<file path="src/rtl/pll_pkg.sv">
// Shared encodings and defaults for the PLL lock detector.
// Imported by the lock detector interface and top level.
package pll_pkg;

    localparam int DEF_CNT_W        = 16;
    localparam int DEF_PHASE_TOL    = 4;
    localparam int DEF_LOCK_COUNT   = 16;
    localparam int DEF_UNLOCK_COUNT = 4;

    // phase_err is positive when the feedback edge arrives before the VCO edge
    localparam logic FB_LEAD_POSITIVE = 1'b1;

    typedef enum logic [1:0] {
        PH_IDLE     = 2'd0,
        PH_WAIT_VCO = 2'd1,
        PH_WAIT_FB  = 2'd2
    } phase_state_e;

    typedef enum logic {
        LK_UNLOCKED = 1'b0,
        LK_LOCKED   = 1'b1
    } lock_state_e;

endpackage

</file>
<file path="src/rtl/pll_lock_detect_if.sv">
// Bundle of the lock detector's clock-domain inputs and measurement outputs.
// The master side drives fb_u/vco; the slave side (the detector) drives results.
interface pll_lock_detect_if
    import pll_pkg::*;
#(
    parameter int CNT_W = DEF_CNT_W
);
    logic             fb_u;
    logic             vco;
    logic             lock;
    logic [CNT_W-1:0] phase_err;
    logic             meas_valid;
    logic [CNT_W-1:0] fb_period;
    logic             timeout;

    modport master (
        output fb_u,
        output vco,
        input  lock,
        input  phase_err,
        input  meas_valid,
        input  fb_period,
        input  timeout
    );

    modport slave (
        input  fb_u,
        input  vco,
        output lock,
        output phase_err,
        output meas_valid,
        output fb_period,
        output timeout
    );
endinterface

</file>
<file path="src/rtl/edge_sync.sv">
// Optional N-stage synchronizer followed by a registered rising-edge detector.
// With STAGES=0 the input is assumed already synchronous and only the edge flop is used.
module edge_sync #(
    parameter int STAGES = 2
) (
    input  logic clk,
    input  logic rst,
    input  logic d_i,
    output logic rise_o
);
    logic level_s;
    logic prev_q;

    generate
        if (STAGES > 0) begin : g_sync
            logic [STAGES-1:0] sync_q;

            // metastability chain; sync_q[STAGES-1] is the clean level
            always_ff @(posedge clk) begin
                if (rst) begin
                    sync_q <= '0;
                end else begin
                    sync_q[0] <= d_i;
                    for (int i = 1; i < STAGES; i++) begin
                        sync_q[i] <= sync_q[i-1];
                    end
                end
            end

            assign level_s = sync_q[STAGES-1];
        end else begin : g_pass
            assign level_s = d_i;
        end
    endgenerate

    // previous level for edge detection
    always_ff @(posedge clk) begin
        if (rst) begin
            prev_q <= 1'b0;
        end else begin
            prev_q <= level_s;
        end
    end

    assign rise_o = level_s & ~prev_q;

endmodule

</file>
<file path="src/rtl/pll_lock_detect.sv">
// PLL lock detector: signed fb-vs-vco phase error, fb period, and a hysteretic lock flag.
// All results are registered; a measurement closes one edge after the closing rising edge.
module pll_lock_detect
    import pll_pkg::*;
#(
    parameter int               CNT_W        = DEF_CNT_W,
    parameter int               PHASE_TOL    = DEF_PHASE_TOL,
    parameter int               LOCK_COUNT   = DEF_LOCK_COUNT,
    parameter int               UNLOCK_COUNT = DEF_UNLOCK_COUNT,
    parameter logic [CNT_W-1:0] TIMEOUT      = 16'hFFFF
) (
    input  logic             clk,
    input  logic             rst,
    pll_lock_detect_if.slave bus
);
    localparam logic [CNT_W-1:0] ONE        = CNT_W'(1);
    localparam logic [CNT_W-1:0] PCNT_ABORT = TIMEOUT - ONE;
    localparam logic [CNT_W-1:0] TOL_W      = CNT_W'(PHASE_TOL);
    localparam logic [CNT_W-1:0] LOCK_W     = CNT_W'(LOCK_COUNT);
    localparam logic [CNT_W-1:0] UNLOCK_W   = CNT_W'(UNLOCK_COUNT);

    logic fb_rise_s;
    logic vco_rise_s;

    edge_sync #(.STAGES(2)) u_fb_sync (
        .clk    (clk),
        .rst    (rst),
        .d_i    (bus.fb_u),
        .rise_o (fb_rise_s)
    );

    edge_sync #(.STAGES(0)) u_vco_edge (
        .clk    (clk),
        .rst    (rst),
        .d_i    (bus.vco),
        .rise_o (vco_rise_s)
    );

    phase_state_e     ph_q, ph_d;
    logic [CNT_W-1:0] pcnt_q, pcnt_d;
    logic [CNT_W-1:0] pcnt_inc_s;
    logic             done_s;
    logic             abort_s;
    logic             fb_leads_s;
    logic [CNT_W-1:0] mag_s;
    logic [CNT_W-1:0] err_s;
    logic             good_s;
    logic             bad_s;

    assign pcnt_inc_s = pcnt_q + ONE;

    // phase FSM state register
    always_ff @(posedge clk) begin
        if (rst) begin
            ph_q   <= PH_IDLE;
            pcnt_q <= '0;
        end else begin
            ph_q   <= ph_d;
            pcnt_q <= pcnt_d;
        end
    end

    // phase FSM: the closing edge has priority over a restart by the opening edge
    always_comb begin
        ph_d       = ph_q;
        pcnt_d     = pcnt_q;
        done_s     = 1'b0;
        abort_s    = 1'b0;
        fb_leads_s = 1'b0;
        mag_s      = '0;
        case (ph_q)
            PH_IDLE: begin
                if (fb_rise_s && vco_rise_s) begin
                    done_s = 1'b1;
                end else if (fb_rise_s) begin
                    ph_d   = PH_WAIT_VCO;
                    pcnt_d = '0;
                end else if (vco_rise_s) begin
                    ph_d   = PH_WAIT_FB;
                    pcnt_d = '0;
                end else begin
                    ph_d = PH_IDLE;
                end
            end
            PH_WAIT_VCO: begin
                if (vco_rise_s) begin
                    done_s     = 1'b1;
                    fb_leads_s = 1'b1;
                    mag_s      = pcnt_inc_s;
                    ph_d       = PH_IDLE;
                    pcnt_d     = '0;
                end else if (fb_rise_s) begin
                    pcnt_d = '0;
                end else if (pcnt_inc_s == PCNT_ABORT) begin
                    abort_s = 1'b1;
                    ph_d    = PH_IDLE;
                    pcnt_d  = '0;
                end else begin
                    pcnt_d = pcnt_inc_s;
                end
            end
            PH_WAIT_FB: begin
                if (fb_rise_s) begin
                    done_s     = 1'b1;
                    fb_leads_s = 1'b0;
                    mag_s      = pcnt_inc_s;
                    ph_d       = PH_IDLE;
                    pcnt_d     = '0;
                end else if (vco_rise_s) begin
                    pcnt_d = '0;
                end else if (pcnt_inc_s == PCNT_ABORT) begin
                    abort_s = 1'b1;
                    ph_d    = PH_IDLE;
                    pcnt_d  = '0;
                end else begin
                    pcnt_d = pcnt_inc_s;
                end
            end
            default: begin
                ph_d   = PH_IDLE;
                pcnt_d = '0;
            end
        endcase
    end

    // magnitude is judged unsigned so the tolerance test never depends on the sign encoding
    assign err_s  = (fb_leads_s == FB_LEAD_POSITIVE) ? mag_s : (~mag_s + ONE);
    assign good_s = done_s && (mag_s <= TOL_W);
    assign bad_s  = abort_s || (done_s && (mag_s > TOL_W));

    logic [CNT_W-1:0] phase_err_q;
    logic             meas_valid_q;
    logic             timeout_q;

    // registered measurement results and sticky timeout
    always_ff @(posedge clk) begin
        if (rst) begin
            phase_err_q  <= '0;
            meas_valid_q <= 1'b0;
            timeout_q    <= 1'b0;
        end else begin
            meas_valid_q <= done_s;
            if (done_s) begin
                phase_err_q <= err_s;
            end
            if (abort_s) begin
                timeout_q <= 1'b1;
            end
        end
    end

    lock_state_e      lk_q, lk_d;
    logic [CNT_W-1:0] gcnt_q, gcnt_d;
    logic [CNT_W-1:0] bcnt_q, bcnt_d;

    // lock FSM state and run-length counters
    always_ff @(posedge clk) begin
        if (rst) begin
            lk_q   <= LK_UNLOCKED;
            gcnt_q <= '0;
            bcnt_q <= '0;
        end else begin
            lk_q   <= lk_d;
            gcnt_q <= gcnt_d;
            bcnt_q <= bcnt_d;
        end
    end

    // lock hysteresis: consecutive good results to lock, consecutive bad results to unlock
    always_comb begin
        lk_d   = lk_q;
        gcnt_d = gcnt_q;
        bcnt_d = bcnt_q;
        case (lk_q)
            LK_UNLOCKED: begin
                bcnt_d = '0;
                if (good_s) begin
                    if ((gcnt_q + ONE) == LOCK_W) begin
                        lk_d   = LK_LOCKED;
                        gcnt_d = '0;
                    end else begin
                        gcnt_d = gcnt_q + ONE;
                    end
                end else if (bad_s) begin
                    gcnt_d = '0;
                end else begin
                    gcnt_d = gcnt_q;
                end
            end
            LK_LOCKED: begin
                gcnt_d = '0;
                if (bad_s) begin
                    if ((bcnt_q + ONE) == UNLOCK_W) begin
                        lk_d   = LK_UNLOCKED;
                        bcnt_d = '0;
                    end else begin
                        bcnt_d = bcnt_q + ONE;
                    end
                end else if (good_s) begin
                    bcnt_d = '0;
                end else begin
                    bcnt_d = bcnt_q;
                end
            end
            default: begin
                lk_d   = LK_UNLOCKED;
                gcnt_d = '0;
                bcnt_d = '0;
            end
        endcase
    end

    logic [CNT_W-1:0] fcnt_q;
    logic [CNT_W-1:0] fcnt_inc_s;
    logic [CNT_W-1:0] fb_period_q;
    logic             fb_seen_q;

    assign fcnt_inc_s = (fcnt_q == {CNT_W{1'b1}}) ? fcnt_q : (fcnt_q + ONE);

    // fb period counter; the first edge after reset only arms the measurement
    always_ff @(posedge clk) begin
        if (rst) begin
            fcnt_q      <= '0;
            fb_period_q <= '0;
            fb_seen_q   <= 1'b0;
        end else if (fb_rise_s) begin
            fcnt_q    <= '0;
            fb_seen_q <= 1'b1;
            if (fb_seen_q) begin
                fb_period_q <= fcnt_inc_s;
            end
        end else begin
            fcnt_q <= fcnt_inc_s;
        end
    end

    assign bus.lock       = (lk_q == LK_LOCKED);
    assign bus.phase_err  = phase_err_q;
    assign bus.meas_valid = meas_valid_q;
    assign bus.fb_period  = fb_period_q;
    assign bus.timeout    = timeout_q;

endmodule

</file>
<file path="src/flat_wrapper.sv">
// flat-port wrapper written by rule: the top's interface ports become plain ports
module pll_lock_detect_flat import pll_pkg::*;
#(
    parameter int               CNT_W        = DEF_CNT_W,
    parameter int               PHASE_TOL    = DEF_PHASE_TOL,
    parameter int               LOCK_COUNT   = DEF_LOCK_COUNT,
    parameter int               UNLOCK_COUNT = DEF_UNLOCK_COUNT,
    parameter logic [CNT_W-1:0] TIMEOUT      = 16'hFFFF
)
  (clk, rst, bus_fb_u, bus_vco, bus_lock, bus_phase_err, bus_meas_valid, bus_fb_period, bus_timeout);
  pll_lock_detect_if #(.CNT_W(CNT_W)) bus_i ();
  input  logic clk;
  input  logic rst;
  input wire logic [$bits(bus_i.fb_u)-1:0] bus_fb_u;
  input wire logic [$bits(bus_i.vco)-1:0] bus_vco;
  output wire logic [$bits(bus_i.lock)-1:0] bus_lock;
  output wire logic [$bits(bus_i.phase_err)-1:0] bus_phase_err;
  output wire logic [$bits(bus_i.meas_valid)-1:0] bus_meas_valid;
  output wire logic [$bits(bus_i.fb_period)-1:0] bus_fb_period;
  output wire logic [$bits(bus_i.timeout)-1:0] bus_timeout;
  assign bus_i.fb_u = bus_fb_u;
  assign bus_i.vco = bus_vco;
  assign bus_lock = bus_i.lock;
  assign bus_phase_err = bus_i.phase_err;
  assign bus_meas_valid = bus_i.meas_valid;
  assign bus_fb_period = bus_i.fb_period;
  assign bus_timeout = bus_i.timeout;
  pll_lock_detect #(.CNT_W(CNT_W), .PHASE_TOL(PHASE_TOL), .LOCK_COUNT(LOCK_COUNT), .UNLOCK_COUNT(UNLOCK_COUNT), .TIMEOUT(TIMEOUT)) u_core (.clk(clk), .rst(rst), .bus(bus_i));
endmodule
</file>
<file path="config.mk">
export PLATFORM = sky130hd
export DESIGN_NAME = pll_lock_detect_flat
export DESIGN_NICKNAME = d
export VERILOG_FILES = /design/src/rtl/pll_pkg.sv /design/src/rtl/pll_lock_detect_if.sv /design/src/rtl/edge_sync.sv /design/src/rtl/pll_lock_detect.sv /design/src/flat_wrapper.sv
export SDC_FILE = /design/constraint.sdc
export NUM_CORES = 1
export LEC_CHECK = 0
export BUFFER_PORTS_ARGS = -buffer_cell sky130_fd_sc_hd__buf_4
export CORE_UTILIZATION = 50
export CTS_CLUSTER_DIAMETER = 200
export DETAILED_ROUTE_END_ITERATION = 6
export PLACE_DENSITY_LB_ADDON = 0.1
export SLEW_MARGIN = 20
export SYNTH_ARGS = -nofsm -noshare
export SYNTH_HDL_FRONTEND = slang
export SYNTH_SLANG_ARGS = --single-unit
</file>
<file path="constraint.sdc">
create_clock -name clk -period 4.5 [get_ports clk]
set_input_delay 1.125 -clock clk [delete_from_list [all_inputs] [get_ports clk]]
set_output_delay 1.125 -clock clk [all_outputs]
set_load 0.05 [all_outputs]
</file>
== Word-level counts from Yosys, hierarchy flattened ==
Cells that the tools add are included.

* Register bits: 106
* Input bits: 4
* Output and inout port bits: 35
* Logic and storage cells: 95

* $add $sub $neg: 5
* Magnitude comparators: 2
* Eq/ne operators: 12
* Multiplexer cells: 47
* Bitwise logic cells: 6
* Reductions and logical operators: 9

{| class="wikitable"
|+ Operators by type and width
! cell !! count
|-
| two-way mux 16 bit || 18
|-
| one-hot mux 16 bit (2 select lines) || 3
|-
| adder 16 x 1 -> 16 bit, second input constant || 5
|-
| one-hot mux 16 bit (3 select lines) || 1
|-
| == test 16 bit, second input constant || 2
|-
| == test 16 x 3 -> 1 bit, second input constant || 1
|-
| == test 16 x 5 -> 1 bit, second input constant || 1
|-
| > comparator 16 x 3 -> 1 bit, second input constant || 1
|-
| <= comparator 16 x 3 -> 1 bit, second input constant || 1
|-
| two-way mux 2 bit || 8
|-
| NOT 16 bit || 1
|-
| two-way mux 1 bit || 13
|-
| != test 3 x 1 -> 1 bit, second input constant || 3
|-
| one-hot mux 2 bit (3 select lines) || 1
|-
| one-hot mux 1 bit (2 select lines) || 2
|-
| AND reduction 2 bit || 2
|-
| logical AND 1 bit || 3
|-
| != test 3 x 2 -> 1 bit, second input constant || 1
|-
| != test 3 bit, second input constant || 1
|-
| NOT 1 bit || 3
|-
| one-hot mux 1 bit (3 select lines) || 1
|-
| AND reduction 3 bit || 1
|-
| AND 1 bit || 2
|-
| == test 2 x 1 -> 1 bit, second input constant || 1
|-
| 5 further kinds || 5
|}

== Depth between registers and ports, before layout ==
Gate-level depths: netlist (run 1).

* Word-level depth: 10
* Gate-level depth with buffers: 16
* Mapped depth without buffers: 13

== Modules after synthesis ==
Synthesis (run 1) repeated with hierarchy kept, for this count alone.

* Cells, all modules: 826
* Area total of the unflattened synthesis: 6466.2 µm²

{| class="wikitable"
|+ By module, submodules not included
! module !! instances !! cells each !! area an instance (µm²) !! sequential area each (µm²)
|-
| pll_lock_detect || 1 || 816 || 6331.1 || 2042.0
|-
| edge_sync at u_core.u_fb_sync || 1 || 7 || 87.6 || 60.1
|-
| edge_sync at u_core.u_vco_edge || 1 || 3 || 47.5 || 20.0
|}

== Worst setup path after synthesis (run 1) ==
Ideal clock, no wire load.

* Path kind: input -> register
* Start point: input bus_vco
* End point: register u_core.bcnt_q[6]
* Library setup time: 125 ps
* Arrival time: 3259 ps
* Required time: 4375 ps
* Path slack: 1116 ps
* Stages on the path: 13
* Cell sequence: nand4b_1 -> nand2_1 -> clkbuf_1 -> nand2_1 -> ha_1 -> inv_1 -> nor4_1 -> a311oi_1 -> o31ai_1 -> a31oi_1 -> buf_2 -> a21boi_0 -> o22ai_1

* Longest elaborated chain between the ends: 8
* Elaborated cells on any way between the ends: 19
* Classes of those cells: order compare (2); eq/ne (1); mux (11); bitwise (1); reduce/logical (4)

{| class="wikitable"
|+ Ends and longest elaborated chain
! item !! RTL line !! text
|-
| start: declaration || flat_wrapper.sv:15 || <nowiki>input wire logic [$bits(bus_i.vco)-1:0] bus_vco;</nowiki>
|-
| AND 1 bit * || edge_sync.sv:45 || <nowiki>assign rise_o = level_s & ~prev_q;</nowiki>
|-
| two-way mux 16 bit / logical AND 1 bit (equally long branches) || pll_lock_detect.sv:86, pll_lock_detect.sv:73 ||
|-
| one-hot mux 16 bit (2 select lines) / two-way mux 1 bit (equally long branches) || pll_lock_detect.sv:71, pll_lock_detect.sv:73 ||
|-
| > comparator 16 x 3 -> 1 bit / one-hot mux 1 bit (3 select lines) (equally long branches) || pll_lock_detect.sv:129, pll_lock_detect.sv:71 ||
|-
| logical AND 1 bit || pll_lock_detect.sv:129 || <nowiki>assign bad_s = abort_s || (done_s && (mag_s > TOL_W));</nowiki>
|-
| logical OR 1 bit || pll_lock_detect.sv:129 ||
|-
| two-way mux 16 bit || pll_lock_detect.sv:192 || <nowiki>if (bad_s) begin</nowiki>
|-
| one-hot mux 16 bit (2 select lines) || pll_lock_detect.sv:174 || <nowiki>case (lk_q)</nowiki>
|-
| end signal: assignment || pll_lock_detect.sv:165 || <nowiki>bcnt_q <= bcnt_d;</nowiki>
|-
| end: declaration || pll_lock_detect.sv:154 || <nowiki>logic [CNT_W-1:0] bcnt_q, bcnt_d;</nowiki>
|}

Every way passes the cells marked *; elsewhere a longest branch is shown, timed or not.
A chain may end at the register's enable or synchronous reset.

== Worst setup path after layout (run 1) ==
* Start point: register u_core.pcnt_q[0]
* End point: register u_core.gcnt_q[10]

* Longest elaborated chain between the ends: 8
* Elaborated cells on any way between the ends: 19
* Classes of those cells: add/sub (1); order compare (2); eq/ne (2); mux (11); reduce/logical (3)

{| class="wikitable"
|+ Ends and longest elaborated chain
! item !! RTL line !! text
|-
| start: declaration || pll_lock_detect.sv:40 || <nowiki>logic [CNT_W-1:0] pcnt_q, pcnt_d;</nowiki>
|-
| start signal: assignment || pll_lock_detect.sv:59 || <nowiki>pcnt_q <= pcnt_d;</nowiki>
|-
| adder 16 x 1 -> 16 bit * || pll_lock_detect.sv:50 || <nowiki>assign pcnt_inc_s = pcnt_q + ONE;</nowiki>
|-
| parallel branches: the longest is 7 deep, another holds <= comparator 16 x 3 -> 1 bit || n/a ||
|-
| end signal: assignment || pll_lock_detect.sv:164 || <nowiki>gcnt_q <= gcnt_d;</nowiki>
|-
| end: declaration || pll_lock_detect.sv:153 || <nowiki>logic [CNT_W-1:0] gcnt_q, gcnt_d;</nowiki>
|}

Mark *: on every way between the ends.

==> reports/qor.txt, run 1 <==
CTS max path bufs = 2
Cell Area, Synth = 6221 um2
pin count of the biggest net entering global routing = 48
DRT iter0 DRCs = 561
path depth of the worst reg2reg path = 10
Pins Over Slew Limit = 0
root buffer cell = clkbuf_16
CTS tree = done
RSZ-0062 raised after global routing = false
crit path time final = 3846 ps
post-route cell area = 6830 um2
CTS sink cnt = 106
CP max FO = 17
global placement routability congestion = 0.8946
DRC Markers = 0
Clk Latency, worst-skew pair = 360 ps
CP endpoint = u_core.gcnt_q[10]$_SDFFE_PP0P_
cell taking the most area after synthesis = dfxtp_1
setup slack, reg-to-reg = 650 ps
FF+latch count, synth = 106
Worst Path Required = 4780 ps
Syn Inst Count = 809
1st-pass router iterations = 5
top-count cell post-synth = dfxtp_1
sequential area share after synthesis = 0.3411
Mean Syn Cell Area = 7.690 um2
full die area = 12,890 um2
Lkg Pwr = 0.002340 uW
Synth Warn # = 0
Critical Path Start Type = flip-flop
critical path cell sequence = ha_1 -> buf_4 -> nand3_1 -> nor4_1 -> xor2_1 -> a21o_1 -> o31a_1 -> nor2_1 -> nand4b_1 -> a21oi_1
row cnt = 40
DR WL/cell = 16.11 um
Post-synth ARST share = 0
Distinct cells, synth = 67
CP Buf/Inv Count = 1
vias after detailed routing = 5,954
outcome = completed
total global routing overflow = 0
CP Depth = 10
final period utilization = 0.8547
initial antenna violation count = 0
HPWL reported at the end of detailed placement = 11,270 um
Slew @ Worst Pin = 864.8 ps
H-tree Lvls = 3
initial cell density of the core = 0.5158
max incr delay on CP = 640 ps
final setup violation count = 0
Worst path top cell family by delay = simple AND/OR/NAND/NOR gates
vias per cell = 6.057
Final Hold Fails = 0
most frequently used flop master after synthesis = dfxtp_1
Post-CTS Setup Repair Bufs = 0
overall power = 1889 uW
R2R Path Start = u_core.pcnt_q[0]$_SDFFE_PP0P_
share of cells above drive strength 1 = 0.09325
Placeable Area = 12,060 um2
die height = 113.5 um
Power per Cell Area = 276.6 nW/um2
WP data arrival = 4130 ps
Total GRT Usage = 0.2514
Syn Nets = 823
clock skew = 6.281 ps
Post-DRT Antenna Nets = 0
Die Wd = 113.5 um
number of synthesized flops with an enable pin = 0
Final Net Count = 824
Max-Cap Viols = 0
Port Buffers = 38
dpl cell area = 6526 um2
post-CTS sizing = 0
crit path kind = flip-flop to flip-flop
Worst VDD drop = 0.1639 mV
I/O pins = 39
Total Wirelength = 15,840 um
# hold bufs at CTS = 0
R2R Path End = u_core.gcnt_q[10]$_SDFFE_PP0P_
first-pass GRT wire length = 26,140 um
Yosys top cell area share = 0.3411
fmax = 260.0 MHz
n_diodes = 0
register clock-pin slew on the reported worst setup and hold paths = 70 ps
Area contributors post-synth = dfxtp_1 34%, nor2_1 6.2%, nand2_1 4.5%
CP endpoint kind = flip-flop
number of global-route vias before repair = 5,343
final hold slack = 454.9 ps
most frequent cells after synthesis = 106 x dfxtp_1, 103 x nor2_1, 75 x nand2_1
Hold Path Class = flip-flop to flip-flop
Crit. Startpoint = u_core.pcnt_q[0]$_SDFFE_PP0P_
area delta synth->final = 9.795%
Worst slew margin = 0.4234
cts bufs inserted = 9
crit path max-delay cell type = nor2_1
final setup TNS = 0 ps
==> layer usage <==
layer | up-vias | GRT usage | part of all wire
li1 | 2946 | - | -
met1 | 2826 | 0.3358 | 0.46
met2 | 157 | 0.4069 | 0.47
met3 | 25 | 0.04198 | 0.044
met4 | 0 | 0.09474 | 0.022
met5 | - | 0 | 0
==> report_power, final <==
group	leakage (uW)	switching, uW	internal [uW]
Sequential	0.000856	7.97	949
Combinational	0.00133	81.2	32.3
Clock	0.000150	368	450
==> through the flow <==
| step | util | instances | setup slack [ps] |
|---|---|---|---|
| finish | 0.5663 | 983 | 653.9 |
| global route | 0.5663 | 983 | 227.8 |
| CTS | 0.5663 | 983 | 663.4 |
| detailed placement | 0.5411 | 967 | 598.9 |
| global placement | 0.5411 | 967 | 731.0 |
| floorplan | - | 809 | 1116 |
==> cells by family after synthesis <==
kind of cell             synth area share
XOR/XNOR                          0.06054
multiplexers                      0.01287
buffers and inverters             0.04988
AO/OA/AOI/OAI                      0.2092
AND/OR/NAND/NOR                    0.3063
flip-flops                         0.3411
adder cells (fa/ha/maj)           0.02011
==> flip-flops by register name, indices dropped and copies added (netlist names), 2 cells and up <==
name                            cells
u_core.bcnt_q                      16
u_core.bus.fb_period               16
u_core.bus.phase_err               16
u_core.fcnt_q                      16
u_core.gcnt_q                      16
u_core.pcnt_q                      16
u_core.ph_q                         2
u_core.u_fb_sync.g_sync.sync_q      2
==> final cells by class <==
class | count | area [um2]
Sequential cell | 106 | 2122
Inverter | 14 | 52.55
Multi-Input combinational cell | 632 | 3789
Clock inverter | 5 | 61.31
Fill cell | 1144 | 5231
Timing Repair Buffer | 47 | 352.8
Tap cell | 168 | 210.2
Clock buffer | 11 | 242.7
==> worst min path at each step <==
| stage | slack [ps] | from | endpoint | cells after the start |
|---|---|---|---|---|
| after CTS | 460 | u_core.u_fb_sync.g_sync.sync_q[0]$_SDFF_PP0_ | u_core.u_fb_sync.g_sync.sync_q[1]$_SDFF_PP0_ | 1 |
| final | 450 | u_core.u_fb_sync.g_sync.sync_q[0]$_SDFF_PP0_ | u_core.u_fb_sync.g_sync.sync_q[1]$_SDFF_PP0_ | 1 |
| after floorplan | 410 | u_core.u_fb_sync.g_sync.sync_q[0]$_SDFF_PP0_ | u_core.u_fb_sync.g_sync.sync_q[1]$_SDFF_PP0_ | 1 |
| after global placement | 430 | u_core.u_fb_sync.g_sync.sync_q[0]$_SDFF_PP0_ | u_core.u_fb_sync.g_sync.sync_q[1]$_SDFF_PP0_ | 1 |
| after detailed placement | 440 | u_core.u_fb_sync.g_sync.sync_q[0]$_SDFF_PP0_ | u_core.u_fb_sync.g_sync.sync_q[1]$_SDFF_PP0_ | 1 |
| after global routing | 460 | u_core.u_fb_sync.g_sync.sync_q[0]$_SDFF_PP0_ | u_core.u_fb_sync.g_sync.sync_q[1]$_SDFF_PP0_ | 1 |
==> placed cells by master, fill, tap and decap left out, types with 14 or more instances in the layout <==
cell      synthesis  layout
nand3_1          40      40
nor3_1           29      29
o21ai_0          37      37
xor2_1           21      21
dfxtp_1         106     106
a21oi_1          45      45
xnor2_1          22      22
inv_1            14      14
nor2_1          103     103
a211oi_1         29      29
buf_4             6      47
nand2_1          75      75
nand4_1          18      18
a311oi_1         16      16
Power figures use the tool's default switching activity.
==> run 2, diff against run 1 <==
--- a/config.mk
+++ b/config.mk
@@ -13,4 +13,5 @@
 export SLEW_MARGIN = 20
 export SYNTH_ARGS = -nofsm -noshare
 export SYNTH_HDL_FRONTEND = slang
+export SYNTH_HIERARCHICAL = 1
 export SYNTH_SLANG_ARGS = --single-unit
==> constraint.sdc (replaced) <==
create_clock -name clk -period 4.5 [get_ports clk]
set_input_delay 1.125 -clock clk [delete_from_list [all_inputs] [get_ports clk]]
set_output_delay 1.125 -clock clk [all_outputs]
set_load 0.01 [all_outputs]
==> reports/qor.txt, run 2 <==
outcome = completed
overall power = 1904 uW (+0.82%)
R2R Path Start = u_core/ph_q[0]$_SDFFE_PP0P_
post-route cell area = 7066 um2 (+3.4%)
HPWL reported at the end of detailed placement = 11,330 um (+0.50%)
DRC Markers = 0 (unchanged)
post-CTS sizing = 0 (unchanged)
Sw Pwr = 435.1 uW (-4.9%)
vias per cell = 6.060 (about the same)
Total Wirelength = 16,120 um (+1.8%)
Pins Over Slew Limit = 0 (unchanged)
most frequent cells in the layout = 106 x dfxtp_1, 94 x nor2_1, 68 x nand2_1, 46 x buf_4, 45 x a21oi_1
full die area = 13,390 um2 (+3.9%)
Final Net Count = 835 (+1.3%)
final period utilization = 0.8493 (-0.005345)
root buffer cell = clkbuf_16
Post-DRT Antenna Nets = 0 (unchanged)
Cell Area, Synth = 6466 um2 (+3.9%)
initial antenna violation count = 0 (unchanged)
fmax = 261.6 MHz (+0.63%)
Worst slew margin = 0.3434 (-0.08009)
Crit path top cell by count = nor2_1
Total GRT Usage = 0.2489 (-0.002574)
cts bufs inserted = 9 (unchanged)
initial cell density of the core = 0.5124 (-0.003374)
row cnt = 41 (+2.5%)
Yosys top cell area share = 0.3282 (-0.01294)
Post-synth ARST share = 0 (unchanged)
Power per Cell Area = 269.5 nW/um2 (-2.5%)
Area contributors post-synth = dfxtp_1 33%, nor2_1 5.5%, xnor2_1 4.5%
crit path max-delay cell type = or4_1
share of cells above drive strength 1 = 0.1090 (+0.01571)
sw frac = 0.2285 (-0.01373)
commonest non-fill, non-tap cell in the layout = dfxtp_1
clock skew = 8.753 ps (+2.471 ps)
die height = 115.7 um (+1.9%)
sequential power share = 0.503 (-0.004)
dpl cells = 982 (+1.6%)
Clk Latency, worst-skew pair = 360 ps (about the same)
H-tree Lvls = 3 (unchanged)
DR WL/cell = 16.15 um (+0.23%)
clock share of power = 0.449 (+0.016)
first-pass GRT wire length = 26,340 um (+0.74%)
1st-pass router iterations = 5 (unchanged)
CP max FO = 14 (-3)
register clock-pin slew on the reported worst setup and hold paths = 70 ps (about the same)
Final Hold Fails = 0 (unchanged)
critical path cell sequence = buf_4 -> nor2b_4 -> a22o_1 -> and2_1 -> nand2b_1 -> ha_1 -> nor2_1 -> nor2_1 -> a41o_1 -> nand3_1 -> or4_1 -> a21oi_1
Crit. Startpoint = bus_vco
CTS tree = done
Synth Warn # = 6 (+6)
Internal = 1469 uW (+2.6%)
n_diodes = 0 (unchanged)
sequential area share after synthesis = 0.3282 (-0.01294)
number of synthesized flops with an enable pin = 0 (unchanged)
Max-Cap Viols = 0 (unchanged)
Placeable Area = 12,620 um2 (+4.6%)
Lkg Pwr = 0.002435 uW (+4.0%)
Syn Inst Count = 826 (+2.1%)
Comb pwr share = 0.048 (-0.012)
Mean Syn Cell Area = 7.828 um2 (+1.8%)
Syn Nets = 840 (+2.1%)
I/O pins = 39 (unchanged)
final setup violation count = 0 (unchanged)
Port Buffers = 38 (unchanged)
CP endpoint kind = flip-flop
cell taking the most area after synthesis = dfxtp_1
Hold Crit Start = u_core/u_fb_sync/g_sync.sync_q[0]$_SDFF_PP0_
final setup TNS = 0 ps (unchanged)
final hold slack = 460.9 ps (+6.060 ps)
WP data arrival = 4110 ps (-20 ps)
post-route insts no fill = 998 (+1.5%)
Distinct cells, synth = 76 (+13%)
Hold Path Class = flip-flop to flip-flop
# hold bufs at CTS = 0 (unchanged)
dpl cell area = 6743 um2 (+3.3%)
area delta synth->final = 9.269%
max incr delay on CP = 580 ps (-60 ps)
crit path time final = 3822 ps (-24.05 ps)
Worst VDD drop = 0.1972 mV (+20%)
global placement routability congestion = 0.8938 (about the same)
most frequently used flop master after synthesis = dfxtp_1
most frequent cells after synthesis = 106 x dfxtp_1, 94 x nor2_1, 68 x nand2_1
pin count of the biggest net entering global routing = 47 (-2.1%)
top-count cell post-synth = dfxtp_1
CTS max path bufs = 2 (unchanged)
crit path kind = primary input to flip-flop
CTS sink cnt = 106 (unchanged)
Worst Path Required = 4780 ps (about the same)
Critical Path Start Type = primary input
Post-CTS Setup Repair Bufs = 0 (unchanged)
DRT iter0 DRCs = 525 (-6.4%)
number of global-route vias before repair = 5,302 (-0.77%)
Die Wd = 115.7 um (+1.9%)
total global routing overflow = 0 (unchanged)
FF+latch count, synth = 106 (unchanged)
vias after detailed routing = 6,048 (+1.6%)
RSZ-0062 raised after global routing = false
Slew @ Worst Pin = 982.9 ps (+118.1 ps)
run 2: cell types whose count changed in the layout (fill, tap and decap cells not counted), sizes merged, moves of 10 or more:
| cell | previous run | this run |
|---|---|---|
| a211o | 2 | 14 |
| o311ai | 0 | 10 |
| xor2 | 21 | 5 |
| xnor2 | 22 | 33 |
| nor3 | 30 | 45 |
| and2 | 7 | 17 |
| a211oi | 29 | 13 |
run 2: kinds of logic (layout without fill, tap and decap cells):
kind of cell    count (synthesis)  in the layout  synth area share
compound gates                213            213            0.2305
xor+xnor                       38             38           0.05147
fa+ha+maj                      10             10           0.01935
buf+inv                        82             82           0.05611
flops                         106            106            0.3282
mux                             4              4          0.006192
simple gates                  373            373            0.3082
run 2: cell type report:
class	count	area, um2
flip-flops and latches	106	2122
repair buffers	46	345.3
clock buffers	10	229.0
fillers	1203	5554
multi-input cells	638	3989
inverters	20	75.07
clock inverters	6	90.09
well taps	172	215.2
run 2: worst paths after layout:
kind | to | slack (ps) | cells after the start
max | u_core/gcnt_q[1]$_SDFFE_PP0P_ | 680 | 12
min | u_core/u_fb_sync/g_sync.sync_q[1]$_SDFF_PP0_ | 460 | 1
max reg2reg | u_core/gcnt_q[1]$_SDFFE_PP0P_ | 930 | 12
min reg2reg | u_core/u_fb_sync/g_sync.sync_q[1]$_SDFF_PP0_ | 460 | 1
run 2: critical path, delay by kind of cell:
| kind | cells | cell delay [ps] |
|---|---|---|
| AND/OR/NAND/NOR | 7 | 1760 |
| adder cells (fa/ha/maj) | 1 | 320 |
| AO/OA/AOI/OAI | 3 | 770 |
| buffers and inverters | 1 | 120 |
run 2: metrics by stage:
step	util	setup WS, ps
5_1_grt	0.5599	370.4
2_1_floorplan	-	818.6
4_1_cts	0.5596	723.1
3_3_place_gp	0.5343	460.6
6_report	0.5599	677.9
3_5_place_dp	0.5343	356.9
run 2: power groups by stage:
stage | Clock [uW] | Sequential [uW] | Combinational [uW]
after floorplan | 0 | 980 | 59.4
after global placement | 0 | 979 | 89.4
after detailed placement | 0 | 980 | 91.1
after CTS | 881 | 958 | 91.3
after global routing | 912 | 959 | 100
final | 855 | 958 | 91.3
run 2: layer usage:
layer  vias up  track usage  part of all wire
met5         -            0                 0
met4         0      0.08034             0.014
met3        19      0.04550             0.034
met2       118       0.4056              0.47
met1      2886       0.3332              0.48
li1       3025            -                 -
